--- src/rtl/m_issue.sv ---
// Issue stage for the matrix (GEMM) unit: captures the FUST row, stalls on
// matrix-register hazards, hands off to the FU and owns the pending scoreboard.
module m_issue #(
    parameter int NMREG  = 16,
    parameter int MREG_W = 4,
    parameter int OP_W   = 2
) (
    input  logic              CLK,
    input  logic              RST,
    input  logic              fust_valid,
    input  logic [OP_W-1:0]   fust_op,
    input  logic [MREG_W-1:0] fust_md,
    input  logic [MREG_W-1:0] fust_ms1,
    input  logic [MREG_W-1:0] fust_ms2,
    input  logic [MREG_W-1:0] fust_ms3,
    output logic              busy,
    output logic              fu_valid,
    input  logic              fu_ready,
    output logic [OP_W-1:0]   fu_op,
    output logic [MREG_W-1:0] fu_md,
    output logic [MREG_W-1:0] fu_ms1,
    output logic [MREG_W-1:0] fu_ms2,
    output logic [MREG_W-1:0] fu_ms3,
    input  logic              fu_done,
    input  logic              wb_valid,
    input  logic [MREG_W-1:0] wb_md,
    output logic [NMREG-1:0]  pending
);

    typedef enum logic [1:0] {
        S_IDLE  = 2'd0,
        S_WAIT  = 2'd1,
        S_ISSUE = 2'd2,
        S_EXEC  = 2'd3
    } state_t;

    state_t           state;
    state_t           state_nxt;
    logic             capture;
    logic             accept;
    logic             hazard;
    logic [NMREG-1:0] pending_nxt;

    assign busy     = (state != S_IDLE);
    assign fu_valid = (state == S_ISSUE);
    assign capture  = (state == S_IDLE) && fust_valid;
    assign accept   = fu_valid && fu_ready;

    // Registered scoreboard only: a writeback this cycle is seen next cycle.
    assign hazard = pending[fu_ms1] | pending[fu_ms2] | pending[fu_ms3] | pending[fu_md];

    always_comb begin
        state_nxt = state;
        case (state)
            S_IDLE:  if (fust_valid) state_nxt = S_WAIT;
            S_WAIT:  if (!hazard)    state_nxt = S_ISSUE;
            S_ISSUE: if (fu_ready)   state_nxt = S_EXEC;
            S_EXEC:  if (fu_done)    state_nxt = S_IDLE;
            default: state_nxt = S_IDLE;
        endcase
    end

    // Set is applied after clear so an accept and writeback to the same index leaves it pending.
    always_comb begin
        pending_nxt = pending;
        if (wb_valid) pending_nxt[wb_md] = 1'b0;
        if (accept)   pending_nxt[fu_md] = 1'b1;
    end

    always_ff @(posedge CLK) begin
        if (RST) begin
            state   <= S_IDLE;
            pending <= '0;
            fu_op   <= '0;
            fu_md   <= '0;
            fu_ms1  <= '0;
            fu_ms2  <= '0;
            fu_ms3  <= '0;
        end else begin
            state   <= state_nxt;
            pending <= pending_nxt;
            if (capture) begin
                fu_op  <= fust_op;
                fu_md  <= fust_md;
                fu_ms1 <= fust_ms1;
                fu_ms2 <= fust_ms2;
                fu_ms3 <= fust_ms3;
            end
        end
    end

endmodule

--- config.mk ---
export PLATFORM = sky130hd
export DESIGN_NAME = m_issue
export DESIGN_NICKNAME = d
export VERILOG_FILES = /design/src/rtl/m_issue.sv
export SDC_FILE = /design/constraint.sdc
export NUM_CORES = 1
export LEC_CHECK = 0
export BUFFER_PORTS_ARGS = -buffer_cell sky130_fd_sc_hd__buf_2
export CORE_MARGIN = 2
export CORE_UTILIZATION = 50
export CTS_CLUSTER_SIZE = 24
export DETAILED_ROUTE_END_ITERATION = 10
export GPL_TIMING_DRIVEN = 0
export PLACE_DENSITY = 0.79
export SLEW_MARGIN = 25
export SYNTH_ARGS = -nofsm -noshare
export SYNTH_HDL_FRONTEND = slang
export SYNTH_SLANG_ARGS = --single-unit
--- constraint.sdc ---
create_clock -name CLK -period 3.4 [get_ports CLK]
set_input_delay 0.85 -clock CLK [delete_from_list [all_inputs] [get_ports CLK]]
set_output_delay 0.85 -clock CLK [all_outputs]
set_load 0.01 [all_outputs]
**Word-level counts from Yosys, hierarchy flattened**

Index checks and enable logic that the tools add are counted.

- Order comparisons: 7
- Equal/unequal tests: 7
- Mux-type cells: 19
- Bitwise operators: 6
- Reductions and logical operators: 7

Operators by type and width:

| kind | count |
|---|---|
| $mux 16 | 2 |
| $lt 4x5->1 const B | 5 |
| $and 16x16->16 | 1 |
| $bmux 1 s4 | 4 |
| $not 16->16 | 1 |
| $or 16x16->16 | 1 |
| $demux 1 s4 | 2 |
| $ge 4x1->1 const B | 2 |
| $mux 2 | 4 |
| $pmux 2 s4 | 1 |
| $mux 1 | 6 |
| $ne 2x2->1 const B | 3 |
| $eq 2x2->1 const B | 2 |
| $logic_and 1x1->1 | 4 |
| $reduce_and 4->1 | 1 |
| $or 1x1->1 | 3 |
| $eq 2x1->1 const B | 1 |
| $logic_not 2->1 | 1 |
| $ne 2x1->1 const B | 1 |
| $reduce_bool 2->1 | 1 |

- Flip-flop bits (word level): 36
- Input bits: 28
- Output and inout bits: 36
- Logic and storage cells: 53

**Logic depth before layout (Yosys ltp)**

- Word-level depth: 9
- Mapped depth: 7
- Gate-level depth less buffers: 7

**Least setup slack after synthesis**

No wires, ideal clock.

- Path type: register to register
- Start: register fu_ms1[2]
- End: register state[0]
- Setup time: 0.087 ns
- Arrival: 2.628 ns
- Required time: 3.313 ns
- Setup slack: 0.685 ns
- Cell stages (with the launch flop): 8
- Path buffers: 1
- Clock period less this slack: 2.715 ns
- Cells stage by stage: dfxtp_1 -> buf_6 -> mux4_2 -> and3_1 -> or4_1 -> or4_4 -> a2111o_1 -> o31ai_1

- Word-level cells in the longest chain between the ends: 7

RTL lines:

| item | line | source |
|---|---|---|
| from (decl) | 21 | `output logic [MREG_W-1:0] fu_ms1,` |
| from (signal assigned) | 85 | `fu_ms1 <= fust_ms1;` |
| $bmux 1 s4 | 50 | `assign hazard = pending[fu_ms1] \| pending[fu_ms2] \| pending[fu_ms3] \| pending[fu_md];` |
| $mux 1 (implied by the code) | 50 |  |
| $or 1x1->1 (3 in series) | 50 |  |
| $ne 2x2->1 (no line) | - |  |
| $reduce_and 4->1 (no line) | - |  |
| to (signal assigned) | 80 | `state <= state_nxt;` |
| to (decl) | 37 | `state_t state;` |

Every way passes these cells. The select of a mux whose other input is x is not followed.
A chain may end at the register's enable or synchronous reset.

**Final worst setup path**

Same ends and word-level chain as after synthesis.

==> metrics.txt <==
status=completed; I/O Buffers=between 60 and 70; die span in x=roughly 68 um; clock share of power=0.232; # fillers=~360; min-delay src=fu_op[0]; Detail Placement HPWL=around 4200 um; Die Y=approximately 68 um; vias post-DR=just under 2,000; maximum VDD drop=0.2377 mV; Critical Path Start Type=flop; power per cell area=a little over 500 nW/um2; RSZ-0062 raised after global routing=no; post-route ant nets=0; Reg-to-Reg Start=fu_ms1[2]; switching power summed over all nets=458.1 uW; clk root buf=clkbuf_8; Post-CTS Setup Bufs=0; antenna violations before repair=0; ANT cells=0; asr flop ratio synth=0; Worst Path Max Fanout=6; Worst Hold Class=flop to flop; CP Data Required Time=between 3 and 4 ns; Setup Skew=0.005280 ns; gp weighted congestion=0.8905; Max-Cap Viols=0; core area=3943 um2; fin util=0.6262; Die ar.=4560 um2; Final #Nets=~330; Setup WS pre-CTS=slightly above 0.6 ns; Setup violations, final=0; CTS max path bufs=2; mapped cell area=2018 um2; Post-synth top flop=dfxtp_1; Slew HR=0.6591; setup TNS=0 ns; max-slew violation count=0; total global routing overflow=0; fraction of layout cells with a size suffix above 1=0.2886; I/O pin total=64; Hold Crit Endpoint=fu_op[0]; via count of the first global-routing pass=1,841; ratio of final minimum period to clock period=0.8165; worst reg-to-reg path cell count=7; Worst R2R Setup Slack=0.62 ns; number of synthesis warnings=0; clock slew at reported path FFs=around 0.07 ns; Mean Syn Cell Area=just under 9 um2; Synth area leader=dfxtp_1; Synth area leaders=dfxtp_1 (36%), mux4_2 (15%), nand2_1 (10%); initial DRC count=141; total CTS buffers=5; Pleak=around 1 nW; Net Sw Frac=0.3655; critical path data arrival time=2.98 ns; Distinct cells, synth=38; largest net degree at the start of global routing=11; TritonCTS clock tree=done; combinational share of power=0.344; internal power=just under 800 uW; post-synth top area share=0.3571; routed len/inst=approximately 16 um; Avg Vias per Cell=5.684; CP endpoint kind=flop; Flop pwr share=0.424; total track usage=0.2586; Seq cells post-synth=36; cell count after synthesis=between 200 and 250; Clk Latency, worst-skew pair=between 0.2 and 0.3 ns; min cycle time layout=2.776 ns; drt pass-1 iters=4; # rows=23; EDFF count, synth=0; Hold Fails Final Rpt=0; drt drc=0; Seq/Total Area, Yosys=0.3571; Sink Count=36; initial core utilization=0.5119; WS Path Type=flop to flop; first-pass GRT wire length=between 8000 and 9000 um; final worst setup slack=approximately 0.62 ns; worst slew pin tran=0.5114 ns; P&R area growth vs syn=22.32%; CTS hold repair buffers=0; drt total wl=5547 um; max frequency=~360 MHz; Gates resized, CTS repair=0; Hold Path Depth=2; reg2reg end=state[0]; H-tree levels=2; syn nets=between 200 and 300
-- layer usage --
layer / global-route usage / part of all wire
met5: 0 / 0
met4: 0.08418 / 0.011
met3: 0.06000 / 0.085
met2: 0.4093 / 0.48
met1: 0.3485 / 0.42
-- Yosys cell counts (3+ instances only) --
cell type,number
o21ai_0,15
nand3b_1,3
clkbuf_1,12
ha_1,5
dfxtp_1,36
mux2i_1,6
nand2_1,54
mux4_2,13
nand2b_1,3
a21oi_1,34
inv_1,5
nor2_1,8
nand3_1,5
-- critical path, stage by stage, from the launching register on --
cell      delay, ns
dfxtp_1        0.35
buf_6          0.14
mux4_2         0.48
and3_1         0.19
or4_1          0.53
or4_4          0.52
a2111o_1       0.42
o31ai_1        0.07
-- worst max path at each step --
stage	from	end	slack [ns]	cells past startpoint
floorplan	fu_ms1[2]	state[0]	0.69	7
global placement	fu_ms2[2]	state[0]	0.64	6
detailed placement	fu_ms2[2]	state[0]	0.61	6
CTS	fu_ms2[2]	state[0]	0.59	6
global route	fu_ms2[2]	state[0]	0.50	6
finish	fu_ms1[2]	state[0]	0.62	7
-- kinds of logic (layout without fill, tap and decap cells) --
kind of cell               after synthesis  in the layout  synth area share
DFF                                     36             36            0.3571
buffers and inverters                   20             89           0.04091
adders and majority gates                5              5           0.03100
and+or+nand+nor                         87             87            0.2003
AOI/OAI and AO/OA                       59             59            0.1643
muxes                                   22             22            0.2064
-- placed cells by master, fill, tap and decap left out, types with 3 or more instances in the layout --
cell,instances
dfxtp_1,36
o21ai_0,15
nand2b_1,3
nand3_1,5
clkbuf_1,13
inv_1,5
nor2_1,8
ha_1,5
buf_2,62
clkbuf_8,5
nand3b_1,3
nand2_1,54
a21oi_1,34
mux2i_1,6
mux4_2,13
-- power by group through the flow --
stage,registers (mW),clock network (mW),logic (mW)
6_report,0.532,0.290,0.431
5_1_grt,0.540,0.307,0.480
4_1_cts,0.531,0.294,0.434
3_5_place_dp,0.541,0,0.431
3_3_place_gp,0.538,0,0.419
2_1_floorplan,0.547,0,0.281
-- registers in the layout (all words and copies together), names as in the netlist --
signal and cells:
fu_md 4, fu_ms1 4, fu_ms2 4, fu_ms3 4, fu_op 2, pending 16, state 2
-- cell type report --
| class | instances | area (um2) | area share |
|---|---|---|---|
| well taps | 50 | 62.56 | 0.02534 |
| repair buffers | 62 | 310.3 | 0.1257 |
| plain buffers | 14 | 60.06 | 0.02433 |
| inverters | 6 | 22.52 | 0.009123 |
| flip-flops and latches | 36 | 720.7 | 0.2919 |
| clock buffers | 6 | 72.57 | 0.02940 |
| multi-input cells | 173 | 1215 | 0.4921 |
| clock inverters | 1 | 5.005 | 0.002027 |
-- metrics by stage --
stage | cell area (um2) | hold slack (ns) | instances | total power [mW]
after detailed placement | 2391 | 0.4457 | 341 | 0.9727
after CTS | 2469 | 0.4547 | 348 | 1.259
final | 2469 | 0.4529 | 348 | 1.253
after floorplan | 2018 | 0.4805 | 229 | 0.8286
after global routing | 2469 | 0.4796 | 348 | 1.328
after global placement | 2391 | 0.4429 | 341 | 0.9570
No activity file was read; power rests on OpenSTA's default activity.
